--- src/rtl/xres_filter_mc.sv ---
// Multi-channel XRES receiver: source select, synchroniser, glitch filter and release stretch.
// Optional per-channel glitch counters are built when XRES_FILTER_MC_GLITCH_CNT_EN is defined.
module xres_filter_mc #(
  parameter int NUM_CH         = 2,
  parameter int SYNC_STAGES    = 2,
  parameter int FILT_CYCLES    = 4,
  parameter int STRETCH_CYCLES = 8,
  parameter int CNT_W          = 8
) (
  input  logic                    CLK,
  input  logic                    RESET,
  input  logic [NUM_CH-1:0]       PAD,
  input  logic [NUM_CH-1:0]       FILT_IN_H,
  input  logic [NUM_CH-1:0]       INP_SEL_H,
  input  logic                    ENABLE_H,
  input  logic                    EN_VDDIO_SIG_H,
  input  logic                    ENABLE_VDDIO,
  input  logic                    CNT_CLR,
  output logic [NUM_CH-1:0]       XRES_H_N,
  output logic                    XRES_ALL_H_N,
  output logic [NUM_CH-1:0]       GLITCH,
  output logic                    MODE_ERR,
  output logic [NUM_CH*CNT_W-1:0] GLITCH_CNT
);

  typedef enum logic [2:0] {HI, LOW_Q, LO, RISE_Q, STRETCH} state_t;

  localparam logic [CNT_W-1:0] ONE       = CNT_W'(1);
  localparam logic [CNT_W-1:0] FILT_LAST = CNT_W'(FILT_CYCLES - 1);
  localparam logic [CNT_W-1:0] STR_LAST  = CNT_W'(STRETCH_CYCLES - 1);

  logic [NUM_CH-1:0] src;
  logic [NUM_CH-1:0] sync_q [SYNC_STAGES];
  logic [NUM_CH-1:0] s;
  logic              mode_vcchib;

  assign src         = (INP_SEL_H & FILT_IN_H) | (~INP_SEL_H & PAD);
  assign s           = sync_q[SYNC_STAGES-1];
  assign mode_vcchib = ENABLE_H & ~EN_VDDIO_SIG_H;

  always_ff @(posedge CLK) begin
    if (RESET) begin
      for (int unsigned k = 0; k < SYNC_STAGES; k++) sync_q[k] <= '0;
      MODE_ERR     <= 1'b0;
      XRES_ALL_H_N <= 1'b0;
    end else begin
      sync_q[0] <= src;
      for (int unsigned k = 1; k < SYNC_STAGES; k++) sync_q[k] <= sync_q[k-1];
      MODE_ERR     <= mode_vcchib & ~ENABLE_VDDIO;
      XRES_ALL_H_N <= &XRES_H_N;
    end
  end

  for (genvar i = 0; i < NUM_CH; i++) begin : g_ch
    state_t           state;
    logic [CNT_W-1:0] cnt;
    logic             xres_q;
    logic             glitch_q;

    always_ff @(posedge CLK) begin
      if (RESET) begin
        state    <= RISE_Q;
        cnt      <= '0;
        xres_q   <= 1'b0;
        glitch_q <= 1'b0;
      end else if (MODE_ERR) begin
        glitch_q <= 1'b0;
      end else begin
        glitch_q <= 1'b0;
        unique case (state)
          HI: if (!s[i]) begin
            if (FILT_CYCLES == 1) begin
              state  <= LO;
              cnt    <= '0;
              xres_q <= 1'b0;
            end else begin
              state <= LOW_Q;
              cnt   <= ONE;
            end
          end
          LOW_Q: begin
            if (s[i]) begin
              state    <= HI;
              cnt      <= '0;
              glitch_q <= 1'b1;
            end else if (cnt == FILT_LAST) begin
              state  <= LO;
              cnt    <= '0;
              xres_q <= 1'b0;
            end else begin
              cnt <= cnt + ONE;
            end
          end
          LO: if (s[i]) begin
            if (FILT_CYCLES != 1) begin
              state <= RISE_Q;
              cnt   <= ONE;
            end else if (STRETCH_CYCLES != 0) begin
              state <= STRETCH;
              cnt   <= '0;
            end else begin
              state  <= HI;
              cnt    <= '0;
              xres_q <= 1'b1;
            end
          end
          RISE_Q: begin
            // cnt == 0 only right after RESET: no attempt has started, so no GLITCH.
            if (!s[i]) begin
              state    <= LO;
              cnt      <= '0;
              glitch_q <= (cnt != '0);
            end else if (cnt == FILT_LAST) begin
              cnt <= '0;
              if (STRETCH_CYCLES != 0) begin
                state <= STRETCH;
              end else begin
                state  <= HI;
                xres_q <= 1'b1;
              end
            end else begin
              cnt <= cnt + ONE;
            end
          end
          STRETCH: begin
            if (!s[i]) begin
              state <= LO;
              cnt   <= '0;
            end else if (cnt == STR_LAST) begin
              state  <= HI;
              cnt    <= '0;
              xres_q <= 1'b1;
            end else begin
              cnt <= cnt + ONE;
            end
          end
          default: begin
            state  <= LO;
            cnt    <= '0;
            xres_q <= 1'b0;
          end
        endcase
      end
    end

    assign XRES_H_N[i] = xres_q;
    assign GLITCH[i]   = glitch_q;

`ifdef XRES_FILTER_MC_GLITCH_CNT_EN
    logic [CNT_W-1:0] gcnt;

    always_ff @(posedge CLK) begin
      if (RESET || CNT_CLR) gcnt <= '0;
      else if (glitch_q && (gcnt != '1)) gcnt <= gcnt + ONE;
    end

    assign GLITCH_CNT[i*CNT_W +: CNT_W] = gcnt;
`endif
  end

`ifndef XRES_FILTER_MC_GLITCH_CNT_EN
  logic unused_cnt_clr;
  assign unused_cnt_clr = CNT_CLR;
  assign GLITCH_CNT     = '0;
`endif

endmodule

--- config.mk ---
export PLATFORM = sky130hd
export DESIGN_NAME = xres_filter_mc
export DESIGN_NICKNAME = d
export VERILOG_FILES = /design/src/rtl/xres_filter_mc.sv
export SDC_FILE = /design/constraint.sdc
export NUM_CORES = 1
export LEC_CHECK = 0
export ABC_AREA = 1
export BUFFER_PORTS_ARGS = -buffer_cell sky130_fd_sc_hd__buf_4
export CORE_MARGIN = 2
export CORE_UTILIZATION = 30
export CTS_CLUSTER_SIZE = 20
export DETAILED_ROUTE_END_ITERATION = 8
export GPL_ROUTABILITY_DRIVEN = 0
export PLACE_DENSITY = 0.53
export SETUP_SLACK_MARGIN = 0.4
export SYNTH_ARGS = -nofsm -noshare
export SYNTH_HDL_FRONTEND = slang
export SYNTH_SLANG_ARGS = --single-unit
export TNS_END_PERCENT = 50
--- constraint.sdc ---
create_clock -name CLK -period 1.55 [get_ports CLK]
set_clock_uncertainty 0.15 [all_clocks]
set_input_delay 0.155 -clock CLK [delete_from_list [all_inputs] [get_ports CLK]]
set_output_delay 0.155 -clock CLK [all_outputs]
set_load 0.1 [all_outputs]
## Word level (Yosys, flattened, before mapping)

Memories as Yosys holds them, arrays and structs flattened.
Index checks and enable logic that the tools add are counted.

| storage, ports and cells | value |
|---|---|
| register bits after elaboration | 28 |
| memory bits (writable) | 4 |
| input bits | 12 |
| word-level logic and storage cells | 125 |
| memories | 1 |

| cells by class | value |
|---|---|
| $add $sub $neg | 2 |
| eq/ne operators | 30 |
| mux-type cells | 55 |
| bitwise operators | 13 |
| reductions and logical operators | 14 |

Memory list:

| memory | words | width | rd ports | clocked after memory_dff | write ports | RTL line | text |
|---|---|---|---|---|---|---|---|
| sync_q | 2 | 2 | 2 | 0 | 2 | 33 | `logic [NUM_CH-1:0] sync_q [SYNC_STAGES];` |

Operator list:

| cell | number |
|---|---|
| 2-to-1 mux 8 bit | 14 |
| one-hot mux 8 bit (5 select lines) | 2 |
| 2-to-1 mux 3 bit | 16 |
| one-hot mux 3 bit (5 select lines) | 2 |
| inequality test 2 bit, second input constant | 12 |
| AND reduction 6 bit | 4 |
| inequality test 3 bit, second input constant | 6 |
| adder 8 x 1 -> 8 bit, second input constant | 2 |
| == test 8 x 2 -> 1 bit, second input constant | 2 |
| == test 8 x 3 -> 1 bit, second input constant | 2 |
| nonzero test 8 bit | 2 |
| 2-to-1 mux 1 bit | 15 |
| == test 3 x 2 -> 1 bit, second input constant | 4 |
| == test 3 x 1 -> 1 bit, second input constant | 2 |
| == test 3 bit, second input constant | 2 |
| logical NOT 3 bit | 2 |
| one-hot mux 1 bit (3 select lines) | 2 |
| AND reduction 3 bit | 2 |
| OR reduction 3 bit | 2 |
| inverter 1 bit | 5 |
| bitwise AND 2 bit | 2 |
| 2-to-1 mux 2 bit | 2 |
| one-hot mux 1 bit (2 select lines) | 2 |
| bitwise AND 1 bit | 2 |
| 5 further kinds | 6 |

## Longest topological paths before layout

| logic depth | value |
|---|---|
| word-level depth | 4 |
| gate-level depth with buffers | 9 |
| gate-level depth less buffers | 9 |

## Worst setup path before layout

OpenSTA, ideal clock, no wires.

| timing path | value |
|---|---|
| path kind | flip-flop to flip-flop |
| from | reg MODE_ERR |
| to | reg g_ch[1].cnt[4] |
| data arrival time | 1.797 ns |
| required time | 1.284 ns |
| path slack | -0.513 ns |
| stages on the path, launching flop included | 7 |
| path buffers | 0 |
| cells stage by stage | dfxtp_1 inv_1 nand2_4 inv_4 nand2_1 xor2_1 nor2_2 |

| between the ends | value |
|---|---|
| cells in the longest elaborated chain, start to end | 2 |

Ends and longest elaborated chain:

| what | RTL line | text |
|---|---|---|
| start: declaration | 22 | `output logic MODE_ERR,` |
| start signal: assignment | 49 | `MODE_ERR <= mode_vcchib & ~ENABLE_VDDIO;` |
| inverter 1 bit (no source line) | -- |  |
| AND reduction 3 bit (no source line) | -- |  |
| end signal: assignment | 91 | `cnt <= cnt + ONE;` |
| end signal: assignment | 122 | `cnt <= cnt + ONE;` |
| end signal: assignment | 134 | `cnt <= cnt + ONE;` |
| end: declaration | 56 | `logic [CNT_W-1:0] cnt;` |

No other way between the ends.
A chain may end at the register's enable or synchronous reset.

## Worst setup path after layout

| timing path | value |
|---|---|
| from | reg g_ch[1].cnt[0] |
| to | reg g_ch[1].state[2] |

| between the ends | value |
|---|---|
| cells in the longest elaborated chain, start to end | 3 |

Ends and longest elaborated chain:

| what | RTL line | text |
|---|---|---|
| == test 8 x 3 -> 1 bit or == test 8 x 2 -> 1 bit (tied branches) | 129, 86, 113 |  |
| inequality test 3 bit (no source line) | -- |  |
| AND reduction 6 bit (no source line) (*) | -- |  |
| end signal: assignment | 127 | `state <= LO;` |
| end signal: assignment | 130 | `state <= HI;` |
| end signal: assignment | 138 | `state <= LO;` |
| end: declaration | 55 | `state_t state;` |

Every way passes the cells marked *; elsewhere a longest branch is shown, timed or not.

==> results.cfg <==
[yosys]
avgSynthCellArea_sq_um = 6.57
yosys_warnings = 0
synth_top_area_share_pct = 31.3
yosysUniqueCellTypes = 32
syn_inst = 312
async_flop_share_pct = 0
synth_flop_cell = dfxtp_1
synth_area_sq_um = 2050
synth_edf_count = 0
synthTopCellsByArea = dfxtp_1, nand2_1, buf_4
ys_seq_elements = 32
yosysSeqAreaShare_pct = 31.3
synth.largest_area_cell = dfxtp_1

[sta]
finalHoldViolations = 0
min_period_ns = 1.43
rsz0062_at_grt = yes
slew_viol_final = 0
timing.fmax_ghz = 0.699
period_share_pct = 92.4
setup_viol = 0
setup_ws_ns = 0.118
fin_setup_tns_ns = 0

[floorplanning]
die_y_microns = 86.7
dieArea_sq_um = 7510
io_pins = 34
rows = 30
initial_core_util_pct = 30.5
core-area_sq_um = 6720
die_x_microns = 86.7

[clock_network]
cts_root_buffer = clkbuf_8
clockBufferDepth = 2
numClockSinks = 32
insertion_delay_ns = 0.29
htree_levels = 2
cts_tree = yes
numCtsBuffers = 5
path_clk_slew_ns = 0.07

[route]
vias = 1952
vias_per_cell = 4.44
firstDrtPassIters = 4
drc = 0
first_iter_violations = 72
wirelength_microns = 4810
wire_per_inst_microns = 10.9
ant_nets = 0

[pwr]
ir_drop_v = 0.000824
p_leak_nw = 1.20
power_mw = 4.21
cellPowerDensity_nw_per_um2 = 1510

[critical_path]
critPathMaxStageDelay_ns = 0.34
cp.depth = 8
critPathLaunch = g_ch[1].cnt[0]
worstSetupEndpoint = g_ch[1].state[2]
reg2reg_depth = 8
rr_endpoint = g_ch[1].state[2]
crit_fanout = 5
crit_type = flop to flop
crit_top_cell = nand2_1
crit_required_ns = 1.59
rrSetupSlack_ns = 0.12
crit_arrival_ns = 1.47
crit_chain = ha_4 > buf_4 > nand3_2 > nor2_4 > o211ai_4 > nand2_1 > nand2_1 > nor2_1
cp_slowest_cell = dfxtp_2
startpoint_type = flop
crit_path_end_kind = flop
r2r-start = g_ch[1].cnt[0]
crit_buf_inv = 1
crit_family = flip-flops

[finish]
num_antenna_cells = 0
drive_gt1_share_pct = 39.4
fin_nets = 375
area_growth_pct = 35.6

[min_path]
hold_class = input port to flop
holdPathStages = 3

[global_route]
grtUsageTotal_pct = 13.5
antenna_found_initial = 0
grt_pass1_wl_microns = 8040
overflow = 0
grt_pass1_vias = 1817
grt_max_degree = 13

[placement]
post-dp-hpwl_microns = 3420
post-place-ws_ns = 0.0791
io_buffers = 16

[flow_run]
max-cap-violations = 0

[status]
outcome = complete, no violations
[per-stage QoR]
stage	instance area, sq um	utilization, %	hold slack [ns]	cells
floorplan	2190	-	0.0715	327
global placement	2310	34.3	0.157	408
detailed placement	2310	34.3	0.159	408
CTS	2620	39.0	0.0304	430
global route	2780	41.4	0.0331	440
finish	2780	41.4	0.0213	440
[state kept, by name, indices dropped and copies added (netlist names)]
name and count:
g_ch.cnt 16, g_ch.state 6, sync_q 4, g_ch.glitch_q 2, g_ch.xres_q 2, MODE_ERR 1, XRES_ALL_H_N 1
[final cells by class]
type                       count  area (sq um)
sequential                    32           688
multi-input combinational    225          1320
clock buffer                   8          90.1
timing repair buffer          48           383
inverter                      47           194
fill                         682          3940
tap                           80           100
[tightest hold or removal path: cells and delay by family]
kind,cells,cell delay (ns)
AO/OA/AOI/OAI,2,0.20
buffers and inverters,1,0.07
[per-layer routing]
metal | routed length, microns | part of all wire (%) | vias up | GRT usage (%)
met1 | 2280 | 47 | 873 | 16.8
met2 | 2310 | 48 | 27 | 22.1
met5 | 0 | 0 | - | 0
met3 | 147 | 3.1 | 9 | 3.14
met4 | 73 | 1.5 | 0 | 5.82
li1 | - | - | 1043 | -
[where the power goes]
part	total, mW	internal [mW]	switching (mW)	leakage, nW
registers	1.21	1.01	0.198	0.270
logic	2.32	0.793	1.52	0.890
clock network	0.686	0.362	0.324	0.0455
total	4.21	2.16	2.05	1.20
[Yosys cell counts, drive strengths merged (2+ instances only)]
cell    instances
clkbuf          2
buf            21
ha              4
nor2           47
o22ai           2
nand4           4
and2            2
nand2          75
o21ai          16
nand3          33
inv            46
dfxtp          32
a21oi          16
nand3b          2
nor3            6
[cell families after synthesis]
group,synth area share [%]
other,0.183
DFF,31.3
adders and majority gates,2.44
xor gates and xnor gates,0.427
and+or+nand+nor,39.1
buffers and inverters,16.8
AOI/OAI and AO/OA,9.83
[worst min path at each step]
stage / endpoint / slack, ns / startpoint
after CTS: sync_q[0][0] / 0.03 / PAD[0]
after floorplan: MODE_ERR / 0.07 / ENABLE_VDDIO
after detailed placement: MODE_ERR / 0.16 / ENABLE_VDDIO
after global placement: MODE_ERR / 0.16 / ENABLE_VDDIO
final: sync_q[0][0] / 0.02 / PAD[0]
after global routing: sync_q[0][0] / 0.03 / PAD[0]
[placed cells by master (no fill, tap or decap), drive strengths merged, types with 4 or more instances in the layout]
master	instances
clkbuf	8
nor2	47
ha	4
nand4	4
conb	16
buf	39
nand3	33
a21oi	16
dlygate4sd3	9
nor3	6
o21ai	16
inv	47
dfxtp	32
nand2	75
[repair_timing]
item                                    in CTS  in global routing
pin swaps                                   18                 23
buffers inserted                             5                 10
gates cloned                                 0                  0
hold endpoints to repair                    12                  0
endpoints found under the setup margin      32                 35
resized for setup                           30                 32
hold buffers                                 9                  0
(Power assumes the default switching activity.)
